## src/rtl/text_overlay.sv

```systemverilog
// text_overlay: COLS x ROWS text window over vga_sync timing; hsync/vsync/rgb come out 3 px_clk after the pixel input.
// Writes are only accepted in blanking once CLEAR has finished (wr_ready low otherwise); define CURSOR_BLINK_EN for a blinking cursor.
module text_overlay #(
  parameter int         COLS   = 16,
  parameter int         ROWS   = 4,
  parameter int         ZOOM   = 1,
  parameter int         ORIG_X = 0,
  parameter int         ORIG_Y = 0,
  parameter logic [2:0] BG     = 3'b000
) (
  input  logic       px_clk,
  input  logic       rst,
  input  logic       hsync_in,
  input  logic       vsync_in,
  input  logic       activevideo_in,
  input  logic [9:0] px_x,
  input  logic [9:0] px_y,
  input  logic       wr_valid,
  output logic       wr_ready,
  input  logic [5:0] wr_col,
  input  logic [4:0] wr_row,
  input  logic [7:0] wr_char,
  input  logic [2:0] wr_color,
  output logic [7:0] glyph_char,
  output logic [2:0] glyph_row,
  input  logic [7:0] glyph_bits,
  output logic       hsync,
  output logic       vsync,
  output logic [2:0] rgb
);

  localparam int          NCELL = COLS * ROWS;
  localparam int          AW    = (NCELL > 1) ? $clog2(NCELL) : 1;
  localparam int          SH    = 3 + ZOOM;
  localparam logic [10:0] OX    = 11'(ORIG_X);
  localparam logic [10:0] OY    = 11'(ORIG_Y);
  localparam logic [10:0] CW    = 11'(COLS);
  localparam logic [10:0] RH    = 11'(ROWS);

  typedef enum logic {CLEAR, IDLE} state_t;

  state_t          state;
  state_t          state_nxt;
  logic [AW-1:0]   clr_idx;
  logic            last_clr;
  logic [10:0]     mem [NCELL];  // {char, colour}
  logic            mem_we;
  logic [AW-1:0]   mem_wa;
  logic [10:0]     mem_wd;
  logic            wr_in_range;
  logic            wr_fire;
  logic [10:0]     wr_addr;

  assign last_clr    = (clr_idx == AW'(NCELL - 1));
  assign wr_in_range = ({1'b0, wr_col} < 7'(COLS)) && ({1'b0, wr_row} < 6'(ROWS));
  assign wr_addr     = 11'(wr_row) * CW + 11'(wr_col);
  assign wr_fire     = wr_valid && wr_ready && wr_in_range;

  always_ff @(posedge px_clk or posedge rst) begin
    if (rst) begin
      state   <= CLEAR;
      clr_idx <= '0;
    end else begin
      state <= state_nxt;
      if (state == CLEAR) clr_idx <= clr_idx + 1'b1;
    end
  end

  always_comb begin
    state_nxt = state;
    if (state == CLEAR && last_clr) state_nxt = IDLE;
  end

  always_comb begin
    wr_ready = 1'b0;
    mem_we   = 1'b0;
    mem_wa   = clr_idx;
    mem_wd   = {8'h20, 3'b111};
    case (state)
      CLEAR: mem_we = 1'b1;
      IDLE: begin
        // single-port buffer: the display owns it during active video
        wr_ready = !activevideo_in;
        mem_we   = wr_valid && !activevideo_in && wr_in_range;
        mem_wa   = AW'(wr_addr);
        mem_wd   = {wr_char, wr_color};
      end
      default: ;
    endcase
  end

  always_ff @(posedge px_clk) begin
    if (mem_we) mem[mem_wa] <= mem_wd;
  end

  // 12-bit differences: the borrow bit flags px < origin without wrap-around
  logic [11:0]   dxw;
  logic [11:0]   dyw;
  logic [10:0]   cx;
  logic [10:0]   cy;
  logic          win0;
  logic          cur0;
  logic [AW-1:0] rd_addr;

  assign dxw     = {2'b00, px_x} - {1'b0, OX};
  assign dyw     = {2'b00, px_y} - {1'b0, OY};
  assign cx      = dxw[10:0] >> SH;
  assign cy      = dyw[10:0] >> SH;
  assign win0    = !dxw[11] && (cx < CW) && !dyw[11] && (cy < RH) && (state == IDLE);
  assign rd_addr = win0 ? AW'(cy * CW + cx) : '0;

`ifdef CURSOR_BLINK_EN
  logic [5:0] cur_col;
  logic [4:0] cur_row;
  logic [5:0] frame_cnt;
  logic       vs_d;

  always_ff @(posedge px_clk or posedge rst) begin
    if (rst) begin
      cur_col   <= '0;
      cur_row   <= '0;
      frame_cnt <= '0;
      vs_d      <= 1'b0;
    end else begin
      vs_d <= vsync_in;
      if (vs_d && !vsync_in) frame_cnt <= frame_cnt + 1'b1;
      if (wr_fire) begin
        if (wr_col == 6'(COLS - 1)) begin
          cur_col <= '0;
          cur_row <= (wr_row == 5'(ROWS - 1)) ? 5'd0 : wr_row + 1'b1;
        end else begin
          cur_col <= wr_col + 1'b1;
          cur_row <= wr_row;
        end
      end
    end
  end

  assign cur0 = (cx == 11'(cur_col)) && (cy == 11'(cur_row)) && frame_cnt[5];
`else
  assign cur0 = 1'b0;
`endif

  logic        s1_hs, s1_vs, s1_av, s1_win, s1_cur;
  logic [2:0]  s1_colbit, s1_grow;
  logic [10:0] s1_cell;
  logic        s2_hs, s2_vs, s2_av, s2_win, s2_cur;
  logic [2:0]  s2_colbit, s2_color;
  logic        pix_bit;

  always_ff @(posedge px_clk) begin
    s1_cell <= mem[rd_addr];
  end

  assign pix_bit = glyph_bits[3'd7 - s2_colbit] ^ s2_cur;

  always_ff @(posedge px_clk or posedge rst) begin
    if (rst) begin
      s1_hs <= 1'b0; s1_vs <= 1'b0; s1_av <= 1'b0; s1_win <= 1'b0; s1_cur <= 1'b0;
      s1_colbit <= '0; s1_grow <= '0;
      s2_hs <= 1'b0; s2_vs <= 1'b0; s2_av <= 1'b0; s2_win <= 1'b0; s2_cur <= 1'b0;
      s2_colbit <= '0; s2_color <= '0;
      glyph_char <= '0; glyph_row <= '0;
      hsync <= 1'b0; vsync <= 1'b0; rgb <= BG;
    end else begin
      s1_hs     <= hsync_in;
      s1_vs     <= vsync_in;
      s1_av     <= activevideo_in;
      s1_win    <= win0;
      s1_cur    <= cur0;
      s1_colbit <= 3'(dxw[10:0] >> ZOOM);
      s1_grow   <= 3'(dyw[10:0] >> ZOOM);

      s2_hs      <= s1_hs;
      s2_vs      <= s1_vs;
      s2_av      <= s1_av;
      s2_win     <= s1_win;
      s2_cur     <= s1_cur;
      s2_colbit  <= s1_colbit;
      s2_color   <= s1_cell[2:0];
      glyph_char <= s1_win ? s1_cell[10:3] : 8'h00;
      glyph_row  <= s1_win ? s1_grow : 3'd0;

      hsync <= s2_hs;
      vsync <= s2_vs;
      rgb   <= (s2_av && s2_win && pix_bit) ? s2_color : BG;
    end
  end

endmodule
```

## config.mk

```make
export PLATFORM = sky130hd
export DESIGN_NAME = text_overlay
export DESIGN_NICKNAME = d
export VERILOG_FILES = /design/src/rtl/text_overlay.sv
export SDC_FILE = /design/constraint.sdc
export NUM_CORES = 1
export LEC_CHECK = 0
export ABC_CLOCK_PERIOD_IN_PS = 7240
export BUFFER_PORTS_ARGS = -buffer_cell sky130_fd_sc_hd__buf_2
export CAP_MARGIN = 20
export CORE_ASPECT_RATIO = 0.75
export CORE_MARGIN = 2
export CORE_UTILIZATION = 67
export DETAILED_ROUTE_END_ITERATION = 8
export PLACE_DENSITY = 0.85
export SYNTH_ARGS = -nofsm -noshare
export SYNTH_HDL_FRONTEND = slang
export SYNTH_SLANG_ARGS = --single-unit
```

## constraint.sdc

```tcl
create_clock -name px_clk -period 7.24 [get_ports px_clk]
set_input_delay 0.724 -clock px_clk [delete_from_list [all_inputs] [get_ports px_clk]]
set_output_delay 0.724 -clock px_clk [all_outputs]
set_load 0.02 [all_outputs]
```

* After elaboration in Yosys (flattened, before gate mapping) *
Memory sizes are Yosys's and may differ from the RTL's. A register that Yosys moved wholly into a read port is not among the register bits.
Index checks and enable logic that the tools add are counted.

word-level totals
  register bits = 43
  RAM bits = 704
  output and inout port bits = 17
  word-level logic and storage cells = 52
  memories kept = 1

memories
  name  words  width  rd ports  clocked after memory_dff  write ports  RTL line  text
  mem   64     11     1         1                         1            46        logic [10:0] mem [NCELL];

cells by class
  add/sub/neg operators = 4
  $lt $le $gt $ge = 5
  equality and inequality tests = 1
  mux-type cells = 12
  bitwise logic cells = 1
  reduce and logical (&&, ||, !) cells = 9

operators with widths
  cell                                                                           number
  6-bit adder                                                                    2
  6-bit by 5-bit less-than comparator with 1-bit output (second input constant)  2
  6-bit two-way mux                                                              2
  11-bit two-way mux                                                             1
  1-bit logical AND                                                              8
  8-bit two-way mux                                                              1
  6-bit by 1-bit adder with 6-bit output (second input constant)                 1
  6-bit equality test (second input constant)                                    1
  6-bit by 3-bit less-than comparator with 1-bit output (second input constant)  1
  3-bit two-way mux                                                              2
  5-bit by 3-bit less-than comparator with 1-bit output (second input constant)  1
  3-bit by 4-bit less-than comparator with 1-bit output (second input constant)  1
  1-bit two-way mux                                                              4
  1-bit binary-select mux with 3-bit select                                      1
  3-bit subtractor (first input constant)                                        1
  1-bit case mux with 2 select lines                                             1
  1-bit logical NOT                                                              1
  1-bit NOT                                                                      1

* Longest topological paths before layout *
Gate-level depths: netlist of run 1.

  word-level depth = 6
  mapped depth = 11
  mapped depth without buffers = 7

* Least setup slack after synthesis of run 1 *
No wires, ideal clock.

  kind = input -> register
  from = in px_y[6]
  to = reg s1_cell[7], read port of mem
  arrival time = 2811 ps
  path slack = 4343 ps
  stages = 9
  path buffers = 3
  cells stage by stage = clkbuf_1 or3_1 clkbuf_1 a211oi_4 buf_6 o22ai_1 o21a_1 or4_1 a221oi_2

on the way
  cells in the longest elaborated chain, start to end = 4

ends and longest elaborated chain
  what                                                   RTL line  text
  from (decl)                                            17        input logic [9:0] px_y,
  6-bit by 3-bit less-than comparator with 1-bit output  109       assign win0 = !dxw[11] && (cx < CW) && !dyw[11] && (cy < RH) && (state == IDLE);
  1-bit logical AND (2 in series)                        109
  6-bit two-way mux                                      110       assign rd_addr = win0 ? AW'(cy * CW + cx) : '0;
  to (decl)                                              146       logic [10:0] s1_cell;

Every way passes these cells.
A chain may end at the register's enable or synchronous reset.

* Worst setup path in the final report of run 1 *
  from = reg state
  to = reg s1_cell[3], read port of mem

on the way
  cells in the longest elaborated chain, start to end = 2

ends and longest elaborated chain
  what                    RTL line  text
  from (decl)             42        state_t state;
  from (signal assigned)  64        state <= state_nxt;
  1-bit logical AND       109
  6-bit two-way mux       110

Every way passes these cells.

==> results of run 1 <==
## synthesized netlist by cell type (all sizes together) (21+ instances only)
library cell,instances
a211oi,21
buf,44
and2,27
mux2i,79
o22ai,100
a21oi,24
o21ai,46
o21a,25
mux4,42
dfrtp,43
nand2,75
nor2,91
edfxtp,704
nand3,33
mux2,62
clkbuf,57
## kinds of logic after synthesis
logic type	count (synthesis)	share of synthesized area
adder cells (fa/ha/maj)	3	0.00127
XOR/XNOR	9	0.00267
multiplexers	183	0.0823
AO/OA/AOI/OAI	338	0.0811
buffers and inverters	119	0.0172
flip-flops	758	0.759
AND/OR/NAND/NOR	331	0.0568
## worst paths after layout
path	end	from	slack, ns	cells past startpoint
worst min-delay path	s2_colbit[0]	rst	0.02	2
worst max-delay path	s1_cell[3]	state	3.17	9
worst min register to register	s2_colbit[0]	s1_colbit[0]	0.35	0
worst max register to register	s1_cell[3]	state	3.17	9
min in group px_clk	s1_grow[2]	px_y[3]	0.21	1
max in group asynchronous	state	rst	6.54	3
## area by class of cell
class                   count  area share
multi-input cells         864       0.202
repair buffers            132      0.0266
diodes                      4    0.000304
clock buffers              90      0.0576
flip-flops and latches    758       0.681
clock inverters            37     0.00854
inverters                  18     0.00205
well taps                 578      0.0219
## routing by layer
layer | vias up | share of wire | GRT usage
met1 | 8740 | 0.35 | 0.485
met5 | - | 0.00041 | 0
li1 | 7208 | - | -
met3 | 352 | 0.17 | 0.118
met4 | 6 | 0.048 | 0.130
met2 | 1854 | 0.43 | 0.489
## stage by stage
stage | power (mW) | setup WS (ns)
4_1_cts | 8.41 | 2.85
3_3_place_gp | 4.94 | 2.80
3_5_place_dp | 4.95 | 2.49
2_1_floorplan | 4.90 | 4.34
6_report | 8.42 | 3.17
5_1_grt | 8.58 | 3.15
## state kept, by name, indices dropped and copies added (netlist names), 3 cells and up
| register | count |
|---|---|
| clr_idx | 6 |
| glyph_char | 8 |
| glyph_row | 3 |
| mem | 704 |
| rgb | 3 |
| s1_cell | 11 |
| s1_colbit | 3 |
| s1_grow | 3 |
| s2_colbit | 3 |
| s2_color | 3 |
## worst max-delay path: stages, from the launching register on
cell	delay [ns]
dfrtp_1	0.68
nor4b_4	0.34
buf_4	0.34
nand2_1	0.42
buf_4	0.37
inv_2	0.39
o21ai_1	0.40
o21ai_0	0.30
nand4_1	0.18
a2111oi_0	0.51
## power groups by stage
stage               sequential [mW]  clock, mW  combinational, mW
floorplan                      4.81          0             0.0853
global placement               4.81          0              0.129
detailed placement             4.81          0              0.133
CTS                            4.72       3.56              0.136
global route                   4.72       3.72              0.145
finish                         4.72       3.56              0.141
## cell usage in the layout, fill, tap and decap left out, types with 43 or more instances in the layout
cell	n
nor2_1	89
nand2_1	73
buf_4	52
mux2i_1	79
mux2_2	61
buf_2	70
clkbuf_16	72
edfxtp_1	704
o21ai_0	44
dfrtp_1	43
o22ai_1	100
==> qor.yml, run 1 <==
crit_path_start_kind: "register"
placed_area_um2: 30600
syn2layout_area_growth_pct: 11.5
synth_ff_type: "edfxtp_1"
grt_pass1_vias: 17000
fin_nets: 1902
cts_buffer_depth: 3
seq_area_frac_synth: 0.759
slew_violations: 0
gp_congestion: 0.969
setup_viol: 0
path_clk_slew_ns: 0.07
synth_largest_area_cell: "edfxtp_1"
power_leakage_nw: 9.31
syn_nets: 1800
intPower_mw: 6.74
die_w_um: 247
grt_pass1_wl_um: 111000
grt_max_degree: 65
slew_headroom: 0.192
cap_violations: 0
critPathRequiredTime_ns: 7.72
synthDistinctLibCells: 76
cts_setup_buffers: 0
final_area_um2: 33000
coreArea_um2: 43400
fin_util: 0.759
yosys_warnings: 0
cellPowerDensity_nw_per_um2: 256
fin_worst_skew_ns: 0.0299
fin_hold_ws_ns: 0.0232
ioPinCount: 73
crit_fanout: 24
synth_area_um2: 29600
power.switching_mw: 1.69
routedWlPerCell_um: 31.4
finalNonFillerCells: 2481
clkPwrFrac: 0.423
ant_nets: 0
grt_usage: 0.340
io_buffers: 70
ctsHtreeMaxLevel: 3
synthArstFlopShare: 0.0567
dp_hpwl_um: 45100
cts_root_buffer: "clkbuf_16"
grt_overflow: 0
yosysTopAreaCellShare: 0.715
critPathArrivalTime_ns: 4.55
max_freq_ghz: 0.245
status: "completed"
syn_area_per_cell_um2: 17.0
worst_pin_slew_ns: 1.20
dieArea_um2: 45900
drt_pass1_iterations: 8
cts.hold.buffers_added: 0
rsz0062_at_grt: "no"
period_needed_ns: 4.07
grt_antenna_before_repair: 8
wl_um: 77900
hold_path_class: "in2async"
switching_share: 0.200
drcViolationCount: 0
netlist_top_cells_area: "edfxtp_1 (71%), dfrtp_1 (3.6%), mux4_2 (3.2%)"
drtIter0Drc: 3668
cts_num_sinks: 758
cts_tree: "yes"
ir_drop_v: 0.000187
drive_above_1_share: 0.191
cts_buffers: 69
pwr-share-comb: 0.017
synth_edf_count: 704
multi_input_area_um2: 6670
setup_tns_ns: 0
yosys_register_bits: 758
min_period_over_period: 0.563
critPathKind: "reg2reg"
p_seq_frac: 0.560
netlist_instances: 1741
worstSetupEndpointType: "register"
post_cts_resized: 0
rows: 66
hold_viol_final: 0
avgViaCountPerCell: 7.32
regArea_um2: 22400
clk_latency_ns: 0.62
dpl.cell_count: 2332
start_util: 0.681
dieHeight_um: 186
via_count: 18200
fillerInstances: 2251
Note: power is estimated with default switching activity, not from simulation.
==> inputs of run 2 (changes only) <==
ABC_CLOCK_PERIOD_IN_PS = 3700   (was 7240)
CORE_UTILIZATION = 56   (was 67)
PLACE_DENSITY = 0.75   (was 0.85)
clock period = 3.7 ns   (was 7.24 ns; I/O delays follow)
==> run 2 against run 1 <==
Worst setup slack got worse by 2.6 ns. Clock power rose by 99%. Utilization fell by 11 points. Routed wire length fell by 1.2%. Via count fell by 3.0%. Hold slack improved by 0.19 ns. Cell count rose by 8.0%. Largest power group unchanged.
==> qor.yml, run 2 (same netlist as run 1, synthesis figures left out) <==
status: "completed"
cap_violations: 0  # unchanged
grt_usage: 0.284  # -0.0557
io_buffers: 70  # unchanged
use_met2: 0.402  # -0.0871
critPathKind: "reg2reg"
power_mw: 16.6  # +97%
crit_fanout: 8  # -67%
dieHeight_um: 203  # +9.2%
crit_path_start_kind: "register"
timing.rr.end: "s1_cell[9]"
ioPinCount: 73  # unchanged
worstSetupEndpointType: "register"
reg2reg_from: "state"
drive_above_1_share: 0.220  # +0.0290
coreArea_um2: 51900  # +19%
min_period_over_period: 0.841  # +0.278
critPathRequiredTime_ns: 4.17  # -3.55 ns
setup.worst_path.start: "state"
fin_hold_ws_ns: 0.217  # +0.194 ns
slew_headroom: 0.385  # +0.193
layout_setup_ws_ns: 0.590  # -2.58 ns
reg_top3: "mem x704, s1_cell x11, glyph_char x8"
regMostFlops: "mem"
avgViaCountPerCell: 6.57  # -10%
grt_max_degree: 90  # +38%
most-common-layout-cells: "edfxtp_1 (704), buf_4 (124), o22ai_1 (100)"
rows: 72  # +9.1%
start_util: 0.570  # -0.111
cts_tree: "yes"
finalNonFillerCells: 2679  # +8.0%
via_count: 17600  # -3.0%
power_leakage_nw: 9.77  # +5.0%
wl_um: 76900  # -1.2%
placed_area_um2: 31500  # +2.9%
worst_pin_slew_ns: 0.923  # -0.277 ns
final_common_cell: "edfxtp_1"
top_usage_layer: "met1"
cp-endpoint: "s1_cell[9]"
grt_util_met1: 0.431  # -0.0541
hold_viol_final: 0  # unchanged
die_w_um: 269  # +9.2%
dp_hpwl_um: 48100  # +6.7%
reg2reg_slack_ns: 0.59  # -2.58 ns
setup_tns_ns: 0  # unchanged
cellPowerDensity_nw_per_um2: 490  # +92%
grt_util_met3: 0.0880  # -0.0299
drcViolationCount: 0  # unchanged
grt_pass1_wl_um: 113000  # +1.7%
fin_worst_skew_ns: 0.0197  # -0.0102 ns
cts_num_sinks: 758  # unchanged
cts_root_buffer: "clkbuf_16"
ant_nets: 0  # unchanged
fin_util: 0.653  # -0.106
syn2layout_area_growth_pct: 14.5
fin_nets: 1984  # +4.3%
routedWlPerCell_um: 28.7  # -8.5%
dieArea_um2: 54700  # +19%
ir_drop_v: 0.000344  # +84%
grt_overflow: 0  # unchanged
setup_viol: 0  # unchanged
critPathArrivalTime_ns: 3.58  # -0.97 ns
largest_reg_flops: 704  # unchanged
path_clk_slew_ns: 0.07  # about the same
max_freq_ghz: 0.322  # +31%
cts_setup_buffers: 0  # unchanged
grt_pass1_vias: 17200  # +1.3%
clk_latency_ns: 0.62  # about the same
drtIter0Drc: 2731  # -26%
hold_path_class: "in2async"
period_needed_ns: 3.11  # -0.963 ns
r2r_cells: 8  # -1
rsz0062_at_grt: "no"
gp_congestion: 0.949  # -2.0%
slew_violations: 0  # unchanged
dpl.cell_count: 2544  # +9.1%
cts_buffers: 70  # +1.4%
cts_buffer_depth: 3  # unchanged
drt_pass1_iterations: 9  # +1
final_area_um2: 33900  # +2.7%
grt_antenna_before_repair: 3  # -5
ctsHtreeMaxLevel: 3  # unchanged
pre_cts_ws_ns: 0.676  # -1.81 ns
diodes: 0  # -4
==> run 2: power by group <==
group          internal [mW]  leakage, nW  switching [mW]
clock network           4.01         1.09            3.07
logic                  0.110         3.12           0.180
registers               9.23         5.55         0.00340
==> run 2: critical path, cell delays in order (launching register included) <==
cell and delay, ns:
dfrtp_1 0.54, or4b_1 0.58, buf_4 0.23, nor2_2 0.42
buf_4 0.31, nand2_1 0.07, a31oi_1 0.16, nand4_1 0.17
a41oi_1 0.47
==> run 2: how the worst min path moves through the flow <==
stage,startpoint,to
floorplan,s1_cell[0],s2_color[0]
global placement,rst,hsync
detailed placement,rst,s1_colbit[1]
CTS,rst,s2_colbit[0]
global route,rst,s1_colbit[1]
finish,rst,s1_colbit[0]
==> run 2: what timing repair did <==
action                    in CTS  in global routing
hold buffers                  10                  0
gates resized for setup        0                  0
hold endpoints to repair      16                  0
==> run 2: layer usage <==
metal / wire length [µm] / vias to the layer above
met5: 12 / -
met1: 31100 / 8848
met2: 32900 / 1249
li1: - / 7375
met4: 2030 / 2
met3: 10900 / 139
==> run 2: cell type report <==
class,instances,area [µm²]
fillers,3476,18000
well taps,703,880
clock inverters,34,353
clock buffers,89,1890
inverters,18,67.6
multi-input cells,864,6670
flip-flops and latches,758,22400
repair buffers,213,1570
